`src/rtl/max7219_spi_receiver_if.sv`:
```
// Pin and register-shadow bundle between a MAX7219 command source and the receiver.
// The master drives the three SPI pins; the slave drives the decoded register file.
interface max7219_spi_receiver_if;
  logic        sclk;
  logic        mosi;
  logic        cs_n;
  logic [63:0] rows;
  logic [7:0]  decode_mode;
  logic [3:0]  intensity;
  logic [2:0]  scan_limit;
  logic        shutdown_n;
  logic        display_test;
  logic [3:0]  last_addr;
  logic [7:0]  last_data;
  logic        frame_valid;
  logic        frame_error;

  modport master (
    output sclk, mosi, cs_n,
    input  rows, decode_mode, intensity, scan_limit, shutdown_n, display_test,
    input  last_addr, last_data, frame_valid, frame_error
  );

  modport slave (
    input  sclk, mosi, cs_n,
    output rows, decode_mode, intensity, scan_limit, shutdown_n, display_test,
    output last_addr, last_data, frame_valid, frame_error
  );
endinterface

```
`src/rtl/max7219_spi_receiver.sv`:
```
// Oversampling SPI slave that decodes MAX7219 16-bit frames into a shadow register file.
// All logic runs on clk; sclk/mosi/cs_n are only ever sampled through synchronisers.
module max7219_spi_receiver #(
  parameter int SYNC_STAGES = 2,
  parameter int FRAME_BITS  = 16
) (
  input  logic                    clk,
  input  logic                    reset,
  max7219_spi_receiver_if.slave   bus
);

  typedef enum logic [1:0] {
    S_IDLE   = 2'd0,
    S_SHIFT  = 2'd1,
    S_COMMIT = 2'd2
  } state_t;

  localparam logic [4:0] L_FRAME_BITS = 5'(FRAME_BITS);
  localparam logic [4:0] L_COUNT_MAX  = 5'd31;

  logic [SYNC_STAGES-1:0] r_sclk_sync;
  logic [SYNC_STAGES-1:0] r_mosi_sync;
  logic [SYNC_STAGES-1:0] r_cs_sync;

  state_t      r_state;
  state_t      w_state_next;
  logic [15:0] r_shift;
  logic [15:0] w_shift_next;
  logic [4:0]  r_count;
  logic [4:0]  w_count_next;

  logic        w_sclk_rise;
  logic        w_cs_rise;
  logic        w_cs_fall;
  logic        w_mosi;
  logic        w_commit_ok;
  logic        w_commit_err;
  logic [3:0]  w_addr;
  logic [7:0]  w_data;

  logic [7:0]  r_rows [8];
  logic [7:0]  r_decode_mode;
  logic [3:0]  r_intensity;
  logic [2:0]  r_scan_limit;
  logic        r_shutdown_n;
  logic        r_display_test;
  logic [3:0]  r_last_addr;
  logic [7:0]  r_last_data;
  logic        r_frame_valid;
  logic        r_frame_error;

  // Index 0 is the newest sample; idle levels are sclk=1, cs_n=1, mosi=0.
  always_ff @(posedge clk or negedge reset) begin
    if (!reset) begin
      r_sclk_sync <= '1;
      r_cs_sync   <= '1;
      r_mosi_sync <= '0;
    end else begin
      r_sclk_sync <= {r_sclk_sync[SYNC_STAGES-2:0], bus.sclk};
      r_cs_sync   <= {r_cs_sync[SYNC_STAGES-2:0],   bus.cs_n};
      r_mosi_sync <= {r_mosi_sync[SYNC_STAGES-2:0], bus.mosi};
    end
  end

  assign w_sclk_rise = r_sclk_sync[SYNC_STAGES-2] & ~r_sclk_sync[SYNC_STAGES-1];
  assign w_cs_rise   = r_cs_sync[SYNC_STAGES-2]   & ~r_cs_sync[SYNC_STAGES-1];
  assign w_cs_fall   = ~r_cs_sync[SYNC_STAGES-2]  &  r_cs_sync[SYNC_STAGES-1];
  assign w_mosi      = r_mosi_sync[SYNC_STAGES-1];

  always_ff @(posedge clk or negedge reset) begin
    if (!reset) begin
      r_state <= S_IDLE;
      r_shift <= '0;
      r_count <= '0;
    end else begin
      r_state <= w_state_next;
      r_shift <= w_shift_next;
      r_count <= w_count_next;
    end
  end

  always_comb begin
    w_state_next = r_state;
    w_shift_next = r_shift;
    w_count_next = r_count;
    case (r_state)
      S_IDLE: begin
        if (w_cs_fall) begin
          w_shift_next = '0;
          w_count_next = '0;
          w_state_next = S_SHIFT;
        end
      end
      S_SHIFT: begin
        // A simultaneous sclk rise is dropped when the frame closes.
        if (w_cs_rise) begin
          w_state_next = S_COMMIT;
        end else if (w_sclk_rise) begin
          w_shift_next = (r_shift << 1) | {15'd0, w_mosi};
          if (r_count != L_COUNT_MAX) begin
            w_count_next = r_count + 5'd1;
          end
        end
      end
      S_COMMIT: begin
        w_state_next = S_IDLE;
      end
      default: begin
        w_state_next = S_IDLE;
      end
    endcase
  end

  assign w_commit_ok  = (r_state == S_COMMIT) && (r_count == L_FRAME_BITS);
  assign w_commit_err = (r_state == S_COMMIT) && (r_count != L_FRAME_BITS);
  assign w_addr       = r_shift[11:8];
  assign w_data       = r_shift[7:0];

  generate
    for (genvar gi = 0; gi < 8; gi++) begin : g_digit
      always_ff @(posedge clk or negedge reset) begin
        if (!reset) begin
          r_rows[gi] <= '0;
        end else if (w_commit_ok && (w_addr == 4'(gi + 1))) begin
          r_rows[gi] <= w_data;
        end
      end
      assign bus.rows[8*gi +: 8] = r_rows[gi];
    end
  endgenerate

  // Addresses 0x0, 0xD and 0xE only refresh last_addr/last_data.
  always_ff @(posedge clk or negedge reset) begin
    if (!reset) begin
      r_decode_mode  <= '0;
      r_intensity    <= '0;
      r_scan_limit   <= '0;
      r_shutdown_n   <= 1'b0;
      r_display_test <= 1'b0;
      r_last_addr    <= '0;
      r_last_data    <= '0;
      r_frame_valid  <= 1'b0;
      r_frame_error  <= 1'b0;
    end else begin
      r_frame_valid <= w_commit_ok;
      r_frame_error <= w_commit_err;
      if (w_commit_ok) begin
        r_last_addr <= w_addr;
        r_last_data <= w_data;
        case (w_addr)
          4'h9:    r_decode_mode  <= w_data;
          4'hA:    r_intensity    <= w_data[3:0];
          4'hB:    r_scan_limit   <= w_data[2:0];
          4'hC:    r_shutdown_n   <= w_data[0];
          4'hF:    r_display_test <= w_data[0];
          default: ;
        endcase
      end
    end
  end

  assign bus.decode_mode  = r_decode_mode;
  assign bus.intensity    = r_intensity;
  assign bus.scan_limit   = r_scan_limit;
  assign bus.shutdown_n   = r_shutdown_n;
  assign bus.display_test = r_display_test;
  assign bus.last_addr    = r_last_addr;
  assign bus.last_data    = r_last_data;
  assign bus.frame_valid  = r_frame_valid;
  assign bus.frame_error  = r_frame_error;

endmodule

```
`src/flat_wrapper.sv`:
```
// flat-port wrapper written by rule: the top's interface ports become plain ports
module max7219_spi_receiver_flat 
#(
  parameter int SYNC_STAGES = 2,
  parameter int FRAME_BITS  = 16
)
  (clk, reset, bus_sclk, bus_mosi, bus_cs_n, bus_rows, bus_decode_mode, bus_intensity, bus_scan_limit, bus_shutdown_n, bus_display_test, bus_last_addr, bus_last_data, bus_frame_valid, bus_frame_error);
  max7219_spi_receiver_if bus_i ();
  input  logic clk;
  input  logic reset;
  input wire logic [$bits(bus_i.sclk)-1:0] bus_sclk;
  input wire logic [$bits(bus_i.mosi)-1:0] bus_mosi;
  input wire logic [$bits(bus_i.cs_n)-1:0] bus_cs_n;
  output wire logic [$bits(bus_i.rows)-1:0] bus_rows;
  output wire logic [$bits(bus_i.decode_mode)-1:0] bus_decode_mode;
  output wire logic [$bits(bus_i.intensity)-1:0] bus_intensity;
  output wire logic [$bits(bus_i.scan_limit)-1:0] bus_scan_limit;
  output wire logic [$bits(bus_i.shutdown_n)-1:0] bus_shutdown_n;
  output wire logic [$bits(bus_i.display_test)-1:0] bus_display_test;
  output wire logic [$bits(bus_i.last_addr)-1:0] bus_last_addr;
  output wire logic [$bits(bus_i.last_data)-1:0] bus_last_data;
  output wire logic [$bits(bus_i.frame_valid)-1:0] bus_frame_valid;
  output wire logic [$bits(bus_i.frame_error)-1:0] bus_frame_error;
  assign bus_i.sclk = bus_sclk;
  assign bus_i.mosi = bus_mosi;
  assign bus_i.cs_n = bus_cs_n;
  assign bus_rows = bus_i.rows;
  assign bus_decode_mode = bus_i.decode_mode;
  assign bus_intensity = bus_i.intensity;
  assign bus_scan_limit = bus_i.scan_limit;
  assign bus_shutdown_n = bus_i.shutdown_n;
  assign bus_display_test = bus_i.display_test;
  assign bus_last_addr = bus_i.last_addr;
  assign bus_last_data = bus_i.last_data;
  assign bus_frame_valid = bus_i.frame_valid;
  assign bus_frame_error = bus_i.frame_error;
  max7219_spi_receiver #(.SYNC_STAGES(SYNC_STAGES), .FRAME_BITS(FRAME_BITS)) u_core (.clk(clk), .reset(reset), .bus(bus_i));
endmodule
```
`config.mk`:
```
export PLATFORM = sky130hd
export DESIGN_NAME = max7219_spi_receiver_flat
export DESIGN_NICKNAME = d
export VERILOG_FILES = /design/src/rtl/max7219_spi_receiver_if.sv /design/src/rtl/max7219_spi_receiver.sv /design/src/flat_wrapper.sv
export SDC_FILE = /design/constraint.sdc
export NUM_CORES = 1
export LEC_CHECK = 0
export ABC_AREA = 1
export BUFFER_PORTS_ARGS = -buffer_cell sky130_fd_sc_hd__clkbuf_2
export CELL_PAD_IN_SITES_DETAIL_PLACEMENT = 1
export CELL_PAD_IN_SITES_GLOBAL_PLACEMENT = 1
export CORE_UTILIZATION = 41
export DETAILED_ROUTE_END_ITERATION = 16
export PLACE_DENSITY = 0.9
export SYNTH_ARGS = -nofsm -noshare
export SYNTH_HDL_FRONTEND = slang
export SYNTH_SLANG_ARGS = --single-unit
```
`constraint.sdc`:
```
create_clock -name clk -period 1.93 [get_ports clk]
set_input_delay 0.579 -clock clk [delete_from_list [all_inputs] [get_ports clk]]
set_output_delay 0.579 -clock clk [all_outputs]
set_load 0.005 [all_outputs]
```
# Yosys cells after proc, flatten, opt, wreduce, memory -nomap -nowiden
# Cells that the tools add are included.
# op_classes
n_reduce_logical	20
addsub	1
mux	12
eq_ne	23
bitwise	7
# ops
cell	count
12-bit two-way mux	3
4-bit == test (second input constant)	6
12-bit case mux with 2 select lines	1
5-bit two-way mux	4
4-bit by 3-bit == test with 1-bit output (second input constant)	4
12-bit by 1-bit OR with 12-bit output	1
2-bit AND reduction	6
1-bit logical AND	10
5-bit != test (second input constant)	2
5-bit case mux with 2 select lines	1
4-bit by 2-bit == test with 1-bit output (second input constant)	2
2-bit by 1-bit != test with 1-bit output (second input constant)	4
5-bit by 1-bit adder with 5-bit output (second input constant)	1
5-bit == test (second input constant)	1
5-bit AND reduction	1
4-bit by 1-bit == test with 1-bit output (second input constant)	1
2-bit two-way mux	2
2-bit case mux with 2 select lines	1
4-bit AND reduction	1
1-bit AND	3
1-bit NOT	3
2-bit by 1-bit == test with 1-bit output (second input constant)	1
2-bit == test (second input constant)	1
2-bit zero test	1
2 further kinds	2
# word_totals
register_bits	120
elab_cells	86

# Logic depth before layout (Yosys ltp)
# logic_depth
depth_word	5
depth_mapped	9
mapped_depth_nobuf	8

# Worst setup path after synthesis
# No wires, ideal clock.
# synth_timing
path_kind	register to register
from	reg u_core.r_count[0]
to	reg u_core.r_rows (netlist bit u_core.bus.rows[33])
setup_ps	133
arrival_time_ps	1510
path_stages_with_launch	10
required_ps	1797
setup_slack_ps	286
path_cell_list	dfrtp_1 inv_1 ha_1 nand2_1 nor3_4 clkbuf_8 nand3_4 buf_6 nand2_1 o21ai_0
# synth_via
elab_chain_len	3
# synth_lines
item	line	source
from (decl)	max7219_spi_receiver.sv:29	logic [4:0] r_count;
from (signal assigned)	max7219_spi_receiver.sv:78	r_count <= w_count_next;
5-bit == test	max7219_spi_receiver.sv:114	assign w_commit_ok = (r_state == S_COMMIT) && (r_count == L_FRAME_BITS);
1-bit logical AND	max7219_spi_receiver.sv:114	
1-bit logical AND	max7219_spi_receiver.sv:124	end else if (w_commit_ok && (w_addr == 4'(gi + 1))) begin
to (signal, indexed assignment)	max7219_spi_receiver.sv:125	r_rows[gi] <= w_data;
to (decl)	max7219_spi_receiver.sv:41	logic [7:0] r_rows [8];
# No other way between the ends.
# A chain may end at the register's enable or synchronous reset.

# Worst setup path in the final report
# layout_timing
from	reg u_core.r_count[0]
to	reg u_core.r_last_addr[1], in the netlist u_core.bus.last_addr[1]
# layout_via
elab_chain_len	2
# layout_lines
item	line	source
5-bit == test	max7219_spi_receiver.sv:114	
1-bit logical AND	max7219_spi_receiver.sv:114	
to (signal assigned)	max7219_spi_receiver.sv:148	r_last_addr <= w_addr;
to (decl)	max7219_spi_receiver.sv:47	logic [3:0] r_last_addr;
# No other way between the ends.

==> summary.md <==
| Metric | Value |
|---|---|
| Worst Clk Skew | `~0.0095 ns` |
| Setup TNS | `0 ns` |
| Vias | `3591` |
| Minimum clock period | `between 1.5 and 2 ns` |
| Post-Synth Adder-Cell Area | `0.00817` |
| RD Place Congestion | `approximately 0.8` |
| Unrepaired setup endpoints after global routing | `yes` |
| Largest net degree at the start of global routing | `slightly above 70` |
| Starting Density | `0.422` |
| Number of global-route vias before repair | `around 3700` |
| CTS Root Cell | `clkbuf_8` |
| Max Cap Viol | `0` |
| Yosys warnings | `0` |
| Worst-path maximum fanout | `25` |
| CTS tree | `done` |
| All-Layer GR Usage | `0.236` |
| Cell Pwr Density | `slightly below 1000 nW/um^2` |
| Mux share of post-synthesis cell area | `0` |
| Initial drt markers | `190` |
| Clock sink count | `120` |
| Chip Width | `between 100 and 150 um` |
| Routed WL per cell | `17.8 um` |
| Most common cell in the netlist | `nand2_1` |
| DR DRC count | `0` |
| Clock Pin Slew Worst Setup and Hold Paths | `roughly 0.060 ns` |
| Drt total wl | `roughly 13000 um` |
| VDD IR-drop max | `505 uV` |
| Synth Cell Area | `4590 sq um` |
| Slew @ Worst Pin | `about 0.62 ns` |
| Final ANT Viol Nets | `0` |
| Worst path arrival time | `between 2 and 2.5 ns` |
| Critical path type | `flip-flop to flip-flop` |
| Place WS | `between 0.06 and 0.07 ns` |
| Port bufs | `99` |
| Fin nets | `roughly 560` |
| Synth Area in Compound Gates | `0.124` |
| Fraction of registers with async set/reset | `1.00` |
| Layout Area Growth over Synthesis | `26.0%` |
| Seq/Total Area, Yosys | `0.655` |
| First-pass DRT Iterations | `4` |
| Detail Placement HPWL | `slightly above 8000 um` |
| Worst EP required | `2.34 ns` |
| Syn avg cell area | `10.2 sq um` |
| Period utilization | `0.931` |
| Final-report hold violation count | `0` |
| Post-Synth Simple-Gate Area | `0.164` |
| CTS H-tree lvls | `4` |
| Most frequent cells after synthesis | `133 x nand2_1, 116 x dfrtp_1, 111 x o21ai_0` |
| Fin worst setup slack | `between 0.1 and 0.15 ns` |
| Ys flop type | `dfrtp_1` |
| Synth Net Count | `459` |
| Pleak | `2.78 nW` |
| Cts bufs inserted | `17` |
| Distinct cells, synth | `18` |
| Slew Limit Fails | `0` |
| Post-synth top area share | `0.632` |
| Top Ports | `100` |
| Die Ht | `108 um` |
| Total core area | `10900 sq um` |
| Flops & latches, synth | `120` |
| Reg2Reg Setup Slack | `between 0.1 and 0.15 ns` |
| Layout cell share with drive strength beyond 1 | `0.266` |
| Worst-Skew Late Latency | `between 0.5 and 0.6 ns` |
| Row cnt | `38` |
| Synth area leader | `dfrtp_1` |
| Final Setup Violations | `0` |
| EDFF count, synth | `0` |
| Synth top area cells | `dfrtp_1 63%, o21ai_0 12%, nand2_1 11%` |
| First-pass GRT wire length | `a little over 20000 um` |
| Status | `finished clean` |
| ANT cells | `0` |
| Via/cell ratio | `about 5.1` |
| Setup crit end kind | `flip-flop` |
| Total grt overflow | `0` |
| Main combinational cell family by area after synthesis | `simple AND/OR/NAND/NOR gates` |
| Peak Freq | `approximately 560 MHz` |
| Final hold slack | `~0.15 ns` |
| Clock buffer depth | `2` |
| Hold crit path type | `input port to flip-flop` |
| CP Launch Type | `flip-flop` |
| Post-synthesis xor/xnor area fraction | `0` |
| Post-Syn Instances | `around 450` |
| Antenna violations before repair | `0` |
| Slew margin rel. | `0.583` |
| Full die area | `approximately 12000 sq um` |
| Final core utilization | `0.531` |
-- flip-flops by register name, indices dropped and copies added (netlist names), 2 cells and up --
register,cells
u_core.r_mosi_sync,2
u_core.bus.last_addr,4
u_core.r_sclk_sync,2
u_core.bus.rows,64
u_core.bus.last_data,8
u_core.bus.intensity,4
u_core.bus.scan_limit,3
u_core.r_state,2
u_core.bus.decode_mode,8
u_core.r_count,5
u_core.r_cs_sync,2
u_core.r_shift,12
-- power by group --
part / switching, W / leakage [nW] / internal (W)
Combinational: 0.000146 / 0.872 / 0.0000439
Sequential: 0.0000318 / 1.65 / 0.00255
Clock: 0.00116 / 0.251 / 0.00174
-- per-layer routing --
layer | global-route usage | part of all wire | up-vias
met1 | 0.299 | 0.45 | 1804
li1 | - | - | 1675
met4 | 0.0949 | 0.019 | 0
met5 | 0 | 0 | -
met2 | 0.391 | 0.50 | 92
met3 | 0.0533 | 0.033 | 20
-- worst paths after layout --
kind,start,to,depth (start not counted)
setup / recovery,u_core.r_count[0],u_core.bus.last_addr[1],8
hold reg to reg,u_core.r_mosi_sync[0],u_core.r_mosi_sync[1],0
hold / removal,bus_sclk,u_core.r_sclk_sync[0],1
min in group asynchronous,reset,u_core.bus.frame_valid,2
setup reg to reg,u_core.r_count[0],u_core.bus.last_addr[1],8
max in group asynchronous,reset,u_core.bus.last_addr[2],3
-- logic make-up after synthesis --
kind of cell	count (synthesis)
fa+ha+maj	3
buf+inv	44
compound gates	113
simple gates	171
flops	120
-- stage by stage --
step,cells,power [W],cell area [sq um]
3_5_place_dp,674,0.00281,5210
5_1_grt,707,0.00585,5790
4_1_cts,707,0.00572,5780
3_3_place_gp,674,0.00280,5210
6_report,707,0.00567,5790
2_1_floorplan,451,0.00271,4590
-- critical path: stages (launching register included) --
cell and delay, ns:
dfrtp_1 0.43, inv_1 0.11, ha_1 0.15, nand2_1 0.09, nor3_4 0.19, buf_12 0.20, nand2_1 0.06, buf_4 0.21
o21ai_0 0.24
-- cell usage in the layout (no fill, tap or decap) --
master,Yosys,routed
nand2_1,133,133
dfrtp_1,116,116
o21ai_0,111,110
clkbuf_2,0,98
inv_1,21,21
nor2_1,18,18
clkbuf_16,0,16
nand3_1,11,9
clkinvlp_4,0,7
nand3_4,6,6
buf_4,0,5
dfstp_2,4,4
ha_1,3,3
clkinv_4,0,3
buf_12,0,3
nand3_2,0,2
clkbuf_8,1,2
clkinv_2,0,2
nor3_4,1,1
nor3_1,1,1
nand4_1,1,1
a21oi_1,1,1
a21boi_0,1,1
o21ai_1,0,1
inv_6,0,1
bufinv_16,0,1
dlygate4sd3_1,0,1
-- cell type report --
type | instances | area [sq um]
Fill cell | 1249 | 5100
Tap cell | 140 | 175
Multi-Input combinational cell | 287 | 1370
Clock buffer | 18 | 428
Timing Repair Buffer | 107 | 598
Inverter | 21 | 78.8
Sequential cell | 120 | 3010
Clock inverter | 14 | 128
-- repair_timing --
item | 4_1_cts | 5_1_grt
gates resized for setup | 0 | 3
endpoints found under the setup margin | 0 | 9
buffers inserted | 0 | 0
hold endpoints to repair | 2 | 0
hold buffers | 1 | 0
No activity file was read; power rests on OpenSTA's default activity.
